===== src/rtl/sdram_arbiter.sv =====
// Two-port SDRAM arbiter: video fetch and CPU share one controller command port,
// one transaction in flight, video preferred with a bounded streak against a waiting CPU.
module sdram_arbiter #(
  parameter int unsigned ADDR_W     = 24,
  parameter int unsigned DATA_W     = 32,
  parameter int unsigned MAX_STREAK = 4
) (
  input  logic                clk,
  input  logic                rst,
  input  logic                vid_req,
  input  logic [ADDR_W-1:0]   vid_addr,
  output logic                vid_ack,
  output logic [DATA_W-1:0]   vid_rdata,
  input  logic                cpu_req,
  input  logic                cpu_we,
  input  logic [ADDR_W-1:0]   cpu_addr,
  input  logic [DATA_W-1:0]   cpu_wdata,
  input  logic [DATA_W/8-1:0] cpu_be,
  output logic                cpu_ack,
  output logic [DATA_W-1:0]   cpu_rdata,
  output logic                mem_cmd_valid,
  input  logic                mem_cmd_ready,
  output logic                mem_we,
  output logic [ADDR_W-1:0]   mem_addr,
  output logic [DATA_W-1:0]   mem_wdata,
  output logic [DATA_W/8-1:0] mem_be,
  input  logic                mem_done,
  input  logic [DATA_W-1:0]   mem_rdata,
  output logic                busy
);

  localparam int unsigned BE_W     = DATA_W / 8;
  localparam int unsigned STREAK_W = $clog2(MAX_STREAK + 1);

  typedef enum logic [1:0] {IDLE, ISSUE, WAIT} state_t;

  state_t              state, state_d;
  logic                owner_cpu, owner_cpu_d;
  logic [STREAK_W-1:0] streak, streak_d;
  logic                mem_we_d;
  logic [ADDR_W-1:0]   mem_addr_d;
  logic [DATA_W-1:0]   mem_wdata_d;
  logic [BE_W-1:0]     mem_be_d;
  logic                vid_ack_d, cpu_ack_d;
  logic [DATA_W-1:0]   vid_rdata_d, cpu_rdata_d;
  logic                mem_cmd_valid_d, busy_d;

  logic vid_elig, cpu_elig, cpu_first, grant_vid, grant_cpu;

  // A requester is not eligible in the cycle its own ack is being pulsed.
  // Video is the arbitration winner whenever it requests unless the CPU has
  // been starved for MAX_STREAK grants; a winner blocked by its ack yields no grant.
  always_comb begin
    vid_elig  = vid_req && !vid_ack;
    cpu_elig  = cpu_req && !cpu_ack;
    cpu_first = cpu_elig && (streak == STREAK_W'(MAX_STREAK));
    grant_cpu = cpu_elig && (cpu_first || !vid_req);
    grant_vid = vid_elig && !cpu_first;
  end

  // Next-state and registered-output logic
  always_comb begin
    state_d     = state;
    owner_cpu_d = owner_cpu;
    streak_d    = streak;
    mem_we_d    = mem_we;
    mem_addr_d  = mem_addr;
    mem_wdata_d = mem_wdata;
    mem_be_d    = mem_be;
    vid_ack_d   = 1'b0;
    cpu_ack_d   = 1'b0;
    vid_rdata_d = vid_rdata;
    cpu_rdata_d = cpu_rdata;

    case (state)
      IDLE: begin
        if (grant_cpu) begin
          owner_cpu_d = 1'b1;
          mem_we_d    = cpu_we;
          mem_addr_d  = cpu_addr;
          mem_wdata_d = cpu_wdata;
          mem_be_d    = cpu_be;
          streak_d    = '0;
          state_d     = ISSUE;
        end else if (grant_vid) begin
          owner_cpu_d = 1'b0;
          mem_we_d    = 1'b0;
          mem_addr_d  = vid_addr;
          mem_wdata_d = '0;
          mem_be_d    = '1;
          if (!cpu_req)
            streak_d = '0;
          else if (streak != STREAK_W'(MAX_STREAK))
            streak_d = streak + STREAK_W'(1);
          state_d = ISSUE;
        end
      end
      ISSUE: begin
        if (mem_cmd_ready)
          state_d = WAIT;
      end
      WAIT: begin
        if (mem_done) begin
          state_d = IDLE;
          if (owner_cpu) begin
            cpu_ack_d = 1'b1;
            if (!mem_we)
              cpu_rdata_d = mem_rdata;
          end else begin
            vid_ack_d   = 1'b1;
            vid_rdata_d = mem_rdata;
          end
        end
      end
      default: state_d = IDLE;
    endcase

    mem_cmd_valid_d = (state_d == ISSUE);
    busy_d          = (state_d != IDLE);
  end

  always_ff @(posedge clk) begin
    if (rst) begin
      state         <= IDLE;
      owner_cpu     <= 1'b0;
      streak        <= '0;
      mem_we        <= 1'b0;
      mem_addr      <= '0;
      mem_wdata     <= '0;
      mem_be        <= '0;
      vid_ack       <= 1'b0;
      cpu_ack       <= 1'b0;
      vid_rdata     <= '0;
      cpu_rdata     <= '0;
      mem_cmd_valid <= 1'b0;
      busy          <= 1'b0;
    end else begin
      state         <= state_d;
      owner_cpu     <= owner_cpu_d;
      streak        <= streak_d;
      mem_we        <= mem_we_d;
      mem_addr      <= mem_addr_d;
      mem_wdata     <= mem_wdata_d;
      mem_be        <= mem_be_d;
      vid_ack       <= vid_ack_d;
      cpu_ack       <= cpu_ack_d;
      vid_rdata     <= vid_rdata_d;
      cpu_rdata     <= cpu_rdata_d;
      mem_cmd_valid <= mem_cmd_valid_d;
      busy          <= busy_d;
    end
  end

endmodule


===== config.mk =====
export PLATFORM = sky130hd
export DESIGN_NAME = sdram_arbiter
export DESIGN_NICKNAME = d
export VERILOG_FILES = /design/src/rtl/sdram_arbiter.sv
export SDC_FILE = /design/constraint.sdc
export NUM_CORES = 1
export LEC_CHECK = 0
export CAP_MARGIN = 20
export CORE_MARGIN = 4
export CORE_UTILIZATION = 45
export CTS_BUF_LIST = sky130_fd_sc_hd__clkbuf_4
export DETAILED_ROUTE_END_ITERATION = 8
export HOLD_SLACK_MARGIN = 0.02
export PLACE_DENSITY = 0.89
export SETUP_SLACK_MARGIN = 0.4
export SLEW_MARGIN = 20
export SYNTH_ARGS = -nofsm -noshare
export SYNTH_HDL_FRONTEND = slang
export SYNTH_SLANG_ARGS = --single-unit

===== constraint.sdc =====
create_clock -name clk -period 2.64 [get_ports clk]
set_input_delay 0.396 -clock clk [delete_from_list [all_inputs] [get_ports clk]]
set_output_delay 0.396 -clock clk [all_outputs]
set_load 0.02 [all_outputs]

# After elaboration in Yosys (flattened, before gate mapping)
# Index checks and enable logic that the tools add are counted.
[word_totals]
reg_bits = 135
inputBits = 123
out_inout_bits = 129
wordCells = 62
[op_classes]
n_addsub = 1
n_eq_ne = 6
n_mux = 20
bitwise_logic = 4
reduce_logical = 18
[ops]
columns = ["cell", "n"]
rows = [
  ["2-to-1 mux 32 bit", 2],
  ["2-to-1 mux 24 bit", 2],
  ["2-to-1 mux 3 bit", 4],
  ["2-to-1 mux 2 bit", 4],
  ["2-to-1 mux 4 bit", 2],
  ["one-hot mux 2 bit (3 select lines)", 1],
  ["AND reduction 3 bit", 2],
  ["logical AND 1 bit", 5],
  ["2-to-1 mux 1 bit", 5],
  ["equality test 2 x 1 -> 1 bit, second input constant", 2],
  ["zero test 1 bit", 4],
  ["NOT 1 bit", 4],
  ["AND reduction 4 bit", 1],
  ["nonzero test 2 bit", 2],
  ["adder 3 x 1 -> 3 bit, second input constant", 1],
  ["equality test 3 bit, second input constant", 1],
  ["!= test 3 x 1 -> 1 bit, second input constant", 1],
  ["!= test 3 bit, second input constant", 1],
  ["OR reduction 3 bit", 1],
  ["equality test 2 bit, second input constant", 1],
  ["zero test 2 bit", 1],
  ["AND reduction 2 bit", 1],
  ["logical OR 1 bit", 1],
]

# Logic depth before layout (Yosys ltp)
# Gate-level depths: netlist of run 1.
[logic_depth]
word_depth = 9
mapped_depth = 8
mapped_depth_nobuf = 6

# Least setup slack after synthesis of run 1
# OpenSTA, ideal clock, no wires.
[synth_timing]
path_kind = "reg2reg"
from = "reg streak[0]"
to = "reg mem_addr[10]"
setup_ns = 0.147
arrival_time_ns = 1.519
required_time_ns = 2.493
slack_ns = 0.974
path_stages_with_launch = 9
n_path_buf = 2
period_less_slack_ns = 1.666
cell_sequence = "dfxtp_1 -> inv_1 -> ha_1 -> a21bo_2 -> a31o_4 -> buf_12 -> buf_6 -> nor2_1 -> a311oi_2"
[synth_via]
elab_chain_cells = 6
word_cells_on_any_way = 9
cone_classes = "eq/ne: 1; mux: 1; reduce/logical: 7"
[synth_rtl]
columns = ["item", "line", "source"]
rows = [
  ["from (decl)", "39", "logic [STREAK_W-1:0] streak, streak_d;"],
  ["from (signal assigned)", "140", "streak <= streak_d;"],
  ["equality test 3 bit *", "56", "cpu_first = cpu_elig && (streak == STREAK_W'(MAX_STREAK));"],
  ["logical AND 1 bit *", "56", ""],
  ["zero test 1 bit / logical OR 1 bit (equally long branches)", "58, 57", ""],
  ["logical AND 1 bit (on tied branches)", "58, 57", ""],
  ["nonzero test 2 bit (no line)", "-", ""],
  ["AND reduction 2 bit (no line)", "-", ""],
  ["to (signal assigned)", "142", "mem_addr <= mem_addr_d;"],
  ["to (decl)", "24", "output logic [ADDR_W-1:0] mem_addr,"],
]
# Every way passes the cells marked *; elsewhere a longest branch is shown, timed or not.
# A chain may end at the register's enable or synchronous reset.

# Worst setup path in the final report of run 1
[layout_timing]
from = "reg streak[0]"
to = "reg mem_wdata[28]"
[layout_via]
elab_chain_cells = 6
word_cells_on_any_way = 9
cone_classes = "eq/ne: 1; mux: 1; reduce/logical: 7"
[layout_rtl]
columns = ["item", "line", "source"]
rows = [
  ["equality test 3 bit *", "56", ""],
  ["logical AND 1 bit *", "56", ""],
  ["zero test 1 bit / logical OR 1 bit (equally long branches)", "58, 57", ""],
  ["logical AND 1 bit (on tied branches)", "58, 57", ""],
  ["nonzero test 2 bit (no line)", "-", ""],
  ["AND reduction 2 bit (no line)", "-", ""],
  ["to (signal assigned)", "143", "mem_wdata <= mem_wdata_d;"],
  ["to (decl)", "25", "output logic [DATA_W-1:0] mem_wdata,"],
]
# Marks and branches as above.

==> results by group, run 1 <==
Critical path
  – Crit path launch type: flip-flop
  – Crit path max fanout: 33
  – Critical Path AT: 2.53 ns
  – Worst path required time: 3.09 ns
  – Critical Path Sink Type: flip-flop
  – WS Path Type: flip-flop to flip-flop

Timing
  – Final Hold Viols: 0
  – Fin crit share: 0.788
  – Max Clk Rate: 0.481 GHz
  – Final clock skew: 0.0207 ns
  – RSZ-0062 raised after global routing: false
  – Fin. max-slew vios: 0
  – Final setup fails: 0
  – Slew Limit Headroom: 0.564
  – TNS Setup: 0 ns
  – Worst-Margin Slew: 0.654 ns
  – Fin crit period: 2.08 ns

Job
  – Max Cap Viol: 0

Die
  – Die width: 115 um
  – Site Rows: 38
  – DIE HEIGHT: between 100 and 150 um
  – Core Footprint: about 11000 um2
  – Top-Level Pins: between 200 and 300
  – Total die area: 13300 um2
  – Initial core utilization: 0.469

GRT
  – Number of global-route vias before repair: 5049
  – Total Routing Usage GR: 0.237
  – Initial antenna violation count: 1
  – Largest net degree at the start of global routing: 52
  – Final global-route overflow total: 0
  – Global-route wire length before repair: between 20000 and 25000 um

Outcome
  – Status: completed

Clock tree
  – Htree depth: 4
  – Later-pin clock latency in the skew report: about 0.52 ns
  – Post-CTS Resized: 1
  – CTS tree: yes
  – CTS clk-pin slew, worst paths: 0.11 ns
  – CTS sink cnt: 135
  – Root Driver: clkbuf_4
  – Post-CTS setup buffer count: 0
  – Cts-stage hold buffer count: 0
  – CTS max path bufs: 2
  – Cts bufs inserted: 17

Detailed routing
  – Routed length per instance: 16.6 um
  – DRC viols: 0
  – DR iter-0 viols: 311
  – Drt total wl: 15800 um
  – Vias per cell: 5.19
  – Post-DRT Antenna Nets: 0
  – Routed via count: 4937
  – Drt pass-1 iters: 5

Synth
  – Post-Syn Area: just over 5000 um2
  – Syn Inst Count: 564
  – Synthesized flop and latch total: around 140
  – Synth warnings: 0
  – Mapped Nets: about 690
  – Post-synth EDFFs: 0
  – Synth unique cells: 40
  – Asr flop ratio synth: 0
  – Mapped Avg Cell Area: about 9.2 um2
  – Commonest cells post-synth: nand2_1, dfxtp_1, a21oi_1
  – Sequential share of the synthesized area: 0.522
  – Most numerous cell in the Yosys netlist: nand2_1
  – Top post-synthesis cells by area: dfxtp_1, nand2_1, a311oi_2
  – Main synth FF type: dfxtp_1
  – Post-synth top area cell: dfxtp_1
  – Top-area cell type share of the netlist area: 0.522

Finish
  – Nets@finish: 925
  – Register Area: 2700 um2
  – Area used by multi-input combinational logic: 2160 um2
  – P&R area growth vs syn: 52.5%
  – Design area: roughly 7900 um2
  – Share of layout cells above drive strength 1: 0.109
  – Fillers: 832

Power and ir drop
  – Pwr Density: 528 nW/um2
  – Pleak: 0.00282 uW
  – Peak VDD IR: 0.300 mV

Min path
  – Worst hold path type: input pin to flip-flop

Place
  – DP HPWL: 11800 um
  – PortBufs: 251
  – Placed Area: 7650 um2
  – Routability Congestion: about 0.80
==> cell type report <==
class | count | share of cell area
multi-input combinational | 381 | 0.274
timing repair buffer | 262 | 0.330
clock inverter | 7 | 0.00714
inverter | 3 | 0.00143
clock buffer | 23 | 0.0219
sequential | 135 | 0.343
tap | 140 | 0.0222
antenna | 1 | 0.000317
==> stage by stage <==
step | cells | setup slack [ns] | utilization | hold slack, ns | power (uW)
final | 952 | 0.561 | 0.715 | 0.364 | 4170
after floorplan | 564 | 0.974 | - | 0.468 | 2650
after detailed placement | 921 | 0.142 | 0.694 | 0.448 | 3050
after global placement | 921 | 0.314 | 0.694 | 0.441 | 3030
after CTS | 951 | 0.558 | 0.715 | 0.303 | 4210
after global routing | 952 | 0.438 | 0.715 | 0.353 | 4370
==> final timing paths <==
path	from	slack, ns	end	cells past startpoint
setup / recovery	streak[0]	0.56	mem_wdata[28]	7
hold / removal	rst	0.36	state[1]	2
setup reg to reg	streak[0]	0.56	mem_wdata[28]	7
hold reg to reg	vid_rdata[9]	0.46	vid_rdata[9]	2
==> critical path, stage by stage (launching register included) <==
cell and delay [ns]:
dfxtp_1 0.38, inv_1 0.07, ha_1 0.26, a21bo_2 0.27, a31o_4 0.39, nor2_4 0.12
buf_4 0.32, a22o_1 0.20
==> sequential cells by signal, summed over array words and instances, names as in the netlist, 2 cells and up <==
name       count
mem_wdata     32
state          2
mem_be         4
mem_addr      24
vid_rdata     32
cpu_rdata     32
streak         3
==> cell usage in the layout (no fill, tap or decap), types with 2 or more instances in the layout <==
master	instances
nand2_1	180
a311oi_2	24
clkbuf_4	23
ha_1	2
inv_1	3
dfxtp_1	135
o21ai_0	2
a22o_1	34
clkinv_2	3
clkdlybuf4s50_1	250
nand4_1	2
nor2b_1	2
nor4_1	4
a21oi_1	66
nor2_4	2
clkinv_1	3
nor2_1	28
nor2_2	12
nor3_1	5
buf_4	11
==> cell families (layout without fill, tap and decap cells) <==
family / count (synthesis) / after routing / share of synthesized area
compound gates: 132 / 132 / 0.204
fa+ha+maj: 2 / 2 / 0.00484
buf+inv: 48 / 295 / 0.0610
flops: 135 / 135 / 0.522
mux: 1 / 1 / 0.00218
other cells: 0 / 1 / 0
simple gates: 246 / 246 / 0.205
==> layer usage <==
layer,vias to the layer above,wire [um],GRT usage
met3,37,1380,0.0900
met1,2303,5930,0.255
met2,207,7950,0.407
met5,-,0,0
met4,0,501,0.120
li1,2390,-,-
==> power breakdown <==
group	total (uW)	switching, uW	internal, uW
logic	825	399	426
clock network	1160	652	507
registers	2180	57.9	2130
total	4170	1110	3060
No activity file was read; power rests on OpenSTA's default activity.
==> inputs of run 2 (changes only) <==
CORE_UTILIZATION = 38   (was 45)
PLACE_DENSITY = 0.8   (was 0.89)
clock period = 1.8 ns   (was 2.64 ns; I/O delays follow)
==> run 2 against run 1 <==
Clock skew shrank 0.0022 ns. Non-clock buffer count grew 46. First-iteration DRC count shrank 14%. Sequential power grew 48%. Via count grew 9.6%. Flip-flop and latch count is the same. Largest cell class is now multi-input gates. Count of clock-buffer cells in the layout shrank 6.
==> results by group, run 2 (synthesis gave the netlist of run 1 again) <==
GRT
  – Total Routing Usage GR: 0.203
  – Largest net degree at the start of global routing: 55
  – Number of global-route vias before repair: 5245
  – Initial antenna violation count: 0
  – Global-route wire length before repair: 25800 um
  – Final global-route overflow total: 0

Power and ir drop
  – Internal power: between 5000 and 6000 uW
  – Clock power share: 0.341
  – Part of the power in registers: 0.455
  – Pwr Density: 777 nW/um2
  – P_sw: 1970 uW
  – Peak VDD IR: about 0.53 mV
  – Sw Ratio: 0.278
  – Part of the power in combinational logic: 0.204
  – Pleak: approximately 0.0037 uW
  – Overall Power: 7100 uW

Detailed routing
  – Routed via count: 5409
  – DR iter-0 viols: 267
  – Drt pass-1 iters: 5
  – Routed length per instance: 18.4 um
  – Vias per cell: 5.22
  – Drt total wl: 19100 um
  – DRC viols: 0
  – Post-DRT Antenna Nets: 0

Finish
  – N_diodes: 0
  – Design area: 9130 um2
  – Share of layout cells above drive strength 1: 0.524
  – Nets@finish: 972
  – P&R area growth vs syn: 76.5%
  – Leading cell types in the layout, fill and taps excluded: nand2_1, clkdlybuf4s50_1, buf_4
  – Area used by multi-input combinational logic: 2880 um2
  – Most common cell after layout, fill and taps aside: nand2_1
  – Register Area: 2780 um2
  – Top flop regs: cpu_rdata: 32 flops, mem_wdata: 32 flops, vid_rdata: 32 flops
  – Fillers: 993

Die
  – Site Rows: 42
  – Total die area: 15500 um2
  – Die width: 125 um
  – Initial core utilization: 0.389
  – Core Footprint: 13300 um2
  – DIE HEIGHT: 125 um
  – Top-Level Pins: 252

Timing
  – Final setup fails: 0
  – Fin crit period: 1.57 ns
  – Fin. max-slew vios: 0
  – Fin crit share: 0.875
  – Worst-Margin Slew: 0.357 ns
  – Max Clk Rate: between 0.6 and 0.7 GHz
  – Slew Limit Headroom: 0.760
  – RSZ-0062 raised after global routing: true
  – PnR worst setup slack: 0.225 ns
  – Final Hold Viols: 0
  – Final clock skew: 0.0185 ns

Critical path
  – Crit path max fanout: 7
  – Worst path required time: 2.22 ns
  – CP max-delay cell: dfxtp_2
  – Critical Path AT: 2.00 ns
  – Critical Path Sink Type: flip-flop
  – Worst path depth: 7
  – CP Cell Sequence: inv_2, ha_4, a21bo_4, and2_4, buf_12, nand2_1, a311oi_2
  – Worst path buffer plus inverter count: 2
  – WS Path Type: flip-flop to flip-flop
  – Slowest cell delay on critical path: 0.34 ns
  – Crit-path leading delay family: compound AO/OA/AOI/OAI gates
  – Crit path launch type: flip-flop
  – R2R depth: 7

Clock tree
  – Htree depth: 4
  – Later-pin clock latency in the skew report: 0.54 ns
  – CTS sink cnt: 135
  – Root Driver: clkbuf_4
  – Cts bufs inserted: 17
  – CTS max path bufs: 2
  – CTS clk-pin slew, worst paths: 0.12 ns
  – CTS tree: yes

Place
  – Routability Congestion: 0.801
  – Placed Area: around 8000 um2
  – Post-Place Worst Slack: -0.0974 ns
  – DP HPWL: 11700 um
  – PortBufs: 251

Job
  – Max Cap Viol: 0

Outcome
  – Status: completed

Min path
  – Hold path depth: 3
  – Worst hold path type: input pin to flip-flop
## run 2: stage by stage
step           hold WS (ns)  utilization  TNS, ns  std cells
2_1_floorplan         0.403            -        0        564
3_5_place_dp          0.449        0.600    -2.42        969
3_3_place_gp          0.441        0.600  -0.0745        969
6_report              0.262        0.687        0       1036
4_1_cts               0.185        0.589        0       1008
5_1_grt               0.226        0.687        0       1036
## run 2: worst paths after layout
path | start | slack, ns | endpoint
worst max-delay path | streak[1] | 0.23 | mem_addr[12]
worst min-delay path | rst | 0.26 | state[1]
worst max register to register | streak[1] | 0.23 | mem_addr[12]
worst min register to register | vid_rdata[30] | 0.47 | vid_rdata[30]
## run 2: power by group through the flow
| stage | Clock (uW) | Sequential (uW) | Combinational (uW) |
|---|---|---|---|
| 2_1_floorplan | 0 | 3420 | 519 |
| 3_3_place_gp | 0 | 3280 | 1260 |
| 3_5_place_dp | 0 | 3280 | 1290 |
| 4_1_cts | 2460 | 3210 | 1230 |
| 5_1_grt | 2590 | 3240 | 1530 |
| 6_report | 2420 | 3230 | 1450 |
## run 2: final cells by class
class                      instances  area share
sequential                       135       0.305
tap                              176      0.0241
multi-input combinational        382       0.316
clock inverter                    15      0.0248
clock buffer                      17      0.0140
inverter                           3     0.00123
timing repair buffer             308       0.315
## run 2: repair_timing
action / in CTS / in global routing
gates cloned: 1 / 12
hold endpoints to repair: 0 / 0
pin swaps: 5 / 97
endpoints found under the setup margin: 260 / 221
setup buffers: 6 / 16
hold buffers: 0 / 0
gates resized for setup: 546 / 305
## run 2: tightest hold or removal path: stages
cell and delay, ns:
buf_4 0.16, buf_12 0.21, nor2_1 0.12
## run 2: layer usage
metal / track usage / part of all wire / up-vias
met2: 0.361 / 0.49 / 270
met1: 0.214 / 0.39 / 2574
li1: - / - / 2504
met5: 0 / 0 / -
met3: 0.0729 / 0.077 / 61
met4: 0.0928 / 0.041 / 0
==> inputs of run 3 (changes only) <==
GPL_ROUTABILITY_DRIVEN = 0   (was unset)
MAX_ROUTING_LAYER = met4   (was unset)
==> run 3 against run 2 <==
Via count is 0.44% lower. Cell area is essentially flat. Largest power group unchanged. Count of clock-buffer cells in the layout is the same. Worst hold slack worse by 0.020 ns. Sequential power hardly changed. Fmax about the same. Power about the same. Sequential share of layout area about the same. First-iteration DRC count rose by 3.4%. Flip-flop and latch count stayed put. Critical path depth unchanged.
==> results by group, run 3 (synthesis gave the netlist of run 1 again) <==
Timing
  – RSZ-0062 raised after global routing: true
  – Final setup fails: 0
  – Final Hold Viols: 0
  – Max Clk Rate: 0.635 GHz
  – Final clock skew: 0.0169 ns
  – PnR worst setup slack: around 0.23 ns
  – Worst-Margin Slew: 0.347 ns
  – Fin. max-slew vios: 0
  – Fin crit period: 1.57 ns
  – Slew Limit Headroom: 0.767
  – Fin crit share: 0.875

Place
  – Placed Area: 7980 um2
  – Post-Place Worst Slack: -0.0974 ns
  – PortBufs: 251
  – DP HPWL: 11700 um
  – Post-Place Cells: 969

Clock tree
  – Later-pin clock latency in the skew report: 0.54 ns
  – Cts bufs inserted: 17
  – CTS max path bufs: 2
  – Root Driver: clkbuf_4
  – CTS tree: yes
  – CTS sink cnt: 135
  – CTS clk-pin slew, worst paths: 0.12 ns
  – Htree depth: 4

Finish
  – Share of layout cells above drive strength 1: 0.521
  – Fillers: between 900 and 1000
  – Leading cell types in the layout, fill and taps excluded: nand2_1, clkdlybuf4s50_1, buf_4
  – P&R area growth vs syn: 76.3%
  – Design area: 9120 um2
  – N_diodes: 0
  – Top flop regs: cpu_rdata: 32 flops, mem_wdata: 32 flops, vid_rdata: 32 flops
  – Most common cell after layout, fill and taps aside: nand2_1
  – Non-filler cells, final: 1037
  – Final core occ: 0.686
  – Nets@finish: between 900 and 1000

Detailed routing
  – Routed length per instance: 18.5 um
  – Post-DRT Antenna Nets: 0
  – Routed via count: 5385
  – DR iter-0 viols: about 280
  – Drt total wl: approximately 19000 um
  – DRC viols: 0
  – Drt pass-1 iters: 7
  – Vias per cell: 5.19

Critical path
  – WS Path Type: flip-flop to flip-flop
  – R2R depth: 7
  – Worst reg-to-reg setup slack: 0.23 ns
  – Critical Path AT: 2.00 ns
  – Worst path depth: 7
  – Worst path required time: 2.23 ns
  – FF-to-FF Start: streak[1]
  – Critical Path Sink Type: flip-flop
  – Slowest cell delay on critical path: roughly 0.34 ns
  – Worst path buffer plus inverter count: 2
  – CP Cell Sequence: inv_2, ha_4, a21bo_4, and2_4, buf_12, nand2_1, a311oi_2
  – Crit path max fanout: 7
  – Crit path launch type: flip-flop
  – Critical path destination: mem_addr[12]
  – CP max-delay cell: dfxtp_2
  – Crit-path leading delay family: compound AO/OA/AOI/OAI gates
  – Critical Path Source: streak[1]
  – Reg-to-reg endpoint: mem_addr[12]

GRT
  – Total Routing Usage GR: 0.209
  – Largest net degree at the start of global routing: 55
  – Global-route wire length before repair: 25700 um
  – Final global-route overflow total: 0
  – Number of global-route vias before repair: between 5000 and 6000
  – Initial antenna violation count: 0

Power and ir drop
  – Pleak: 0.00370 uW
  – Peak VDD IR: 0.533 mV
  – Pwr Density: ~800 nW/um2

Job
  – Max Cap Viol: 0

Die
  – Core Footprint: 13300 um2
  – DIE HEIGHT: 125 um
  – Total die area: 15500 um2
  – Site Rows: 42
  – Top-Level Pins: 252
  – Die width: about 120 um
  – Initial core utilization: 0.389

Min path
  – Worst hold path type: input pin to flip-flop

Outcome
  – Status: completed
-- run 3: cell types whose count changed in the layout (fill, tap and decap cells not counted), sizes merged --
cell,change
buf,+1
-- run 3: through the flow --
step,TNS [ns],power (uW),hold WS (ns)
floorplan,0,3930,0.403
detailed placement,-2.42,4570,0.449
global placement,-0.0745,4540,0.441
global route,0,7370,0.225
CTS,0,6900,0.185
finish,0,7100,0.241
-- run 3: routing by layer --
metal,part of all wire,track usage,wire (um)
met3,0.065,0.0643,1240
met2,0.49,0.361,9460
met4,0.039,0.0928,752
met5,0,-,0
met1,0.40,0.220,7750
-- run 3: what timing repair did --
item,4_1_cts,5_1_grt
gates cloned,1,12
buffers inserted,6,17
pin swaps,5,95
setup endpoints to repair,260,221
resized for setup,546,300
hold buffers,0,0
-- run 3: power by group --
part,switching (uW),internal [uW],total (uW)
Sequential,100,3130,3230
Clock,1170,1250,2420
Combinational,706,745,1450
Total,1980,5120,7100
-- run 3: worst min-delay path, stage by stage --
cell    delay (ns)
buf_4         0.16
buf_12        0.19
nor2_1        0.12
-- run 3: worst min-delay path by stage --
stage          cells after the start           from  slack (ns)             to
3_3_place_gp                       2  cpu_rdata[24]        0.44  cpu_rdata[24]
3_5_place_dp                       2  cpu_rdata[23]        0.45  cpu_rdata[23]
2_1_floorplan                      1  cpu_wdata[10]        0.40  mem_wdata[10]
6_report                           3            rst        0.24       state[1]
5_1_grt                            3            rst        0.23   cpu_rdata[7]
4_1_cts                            3            rst        0.18       state[1]
-- run 3: cell type report --
type / instances / area (um2) / share of cell area
multi-input combinational: 382 / 2870 / 0.314
clock inverter: 15 / 226 / 0.0248
inverter: 3 / 11.3 / 0.00123
timing repair buffer: 309 / 2880 / 0.316
sequential: 135 / 2780 / 0.305
tap: 176 / 220 / 0.0241
clock buffer: 17 / 128 / 0.0140
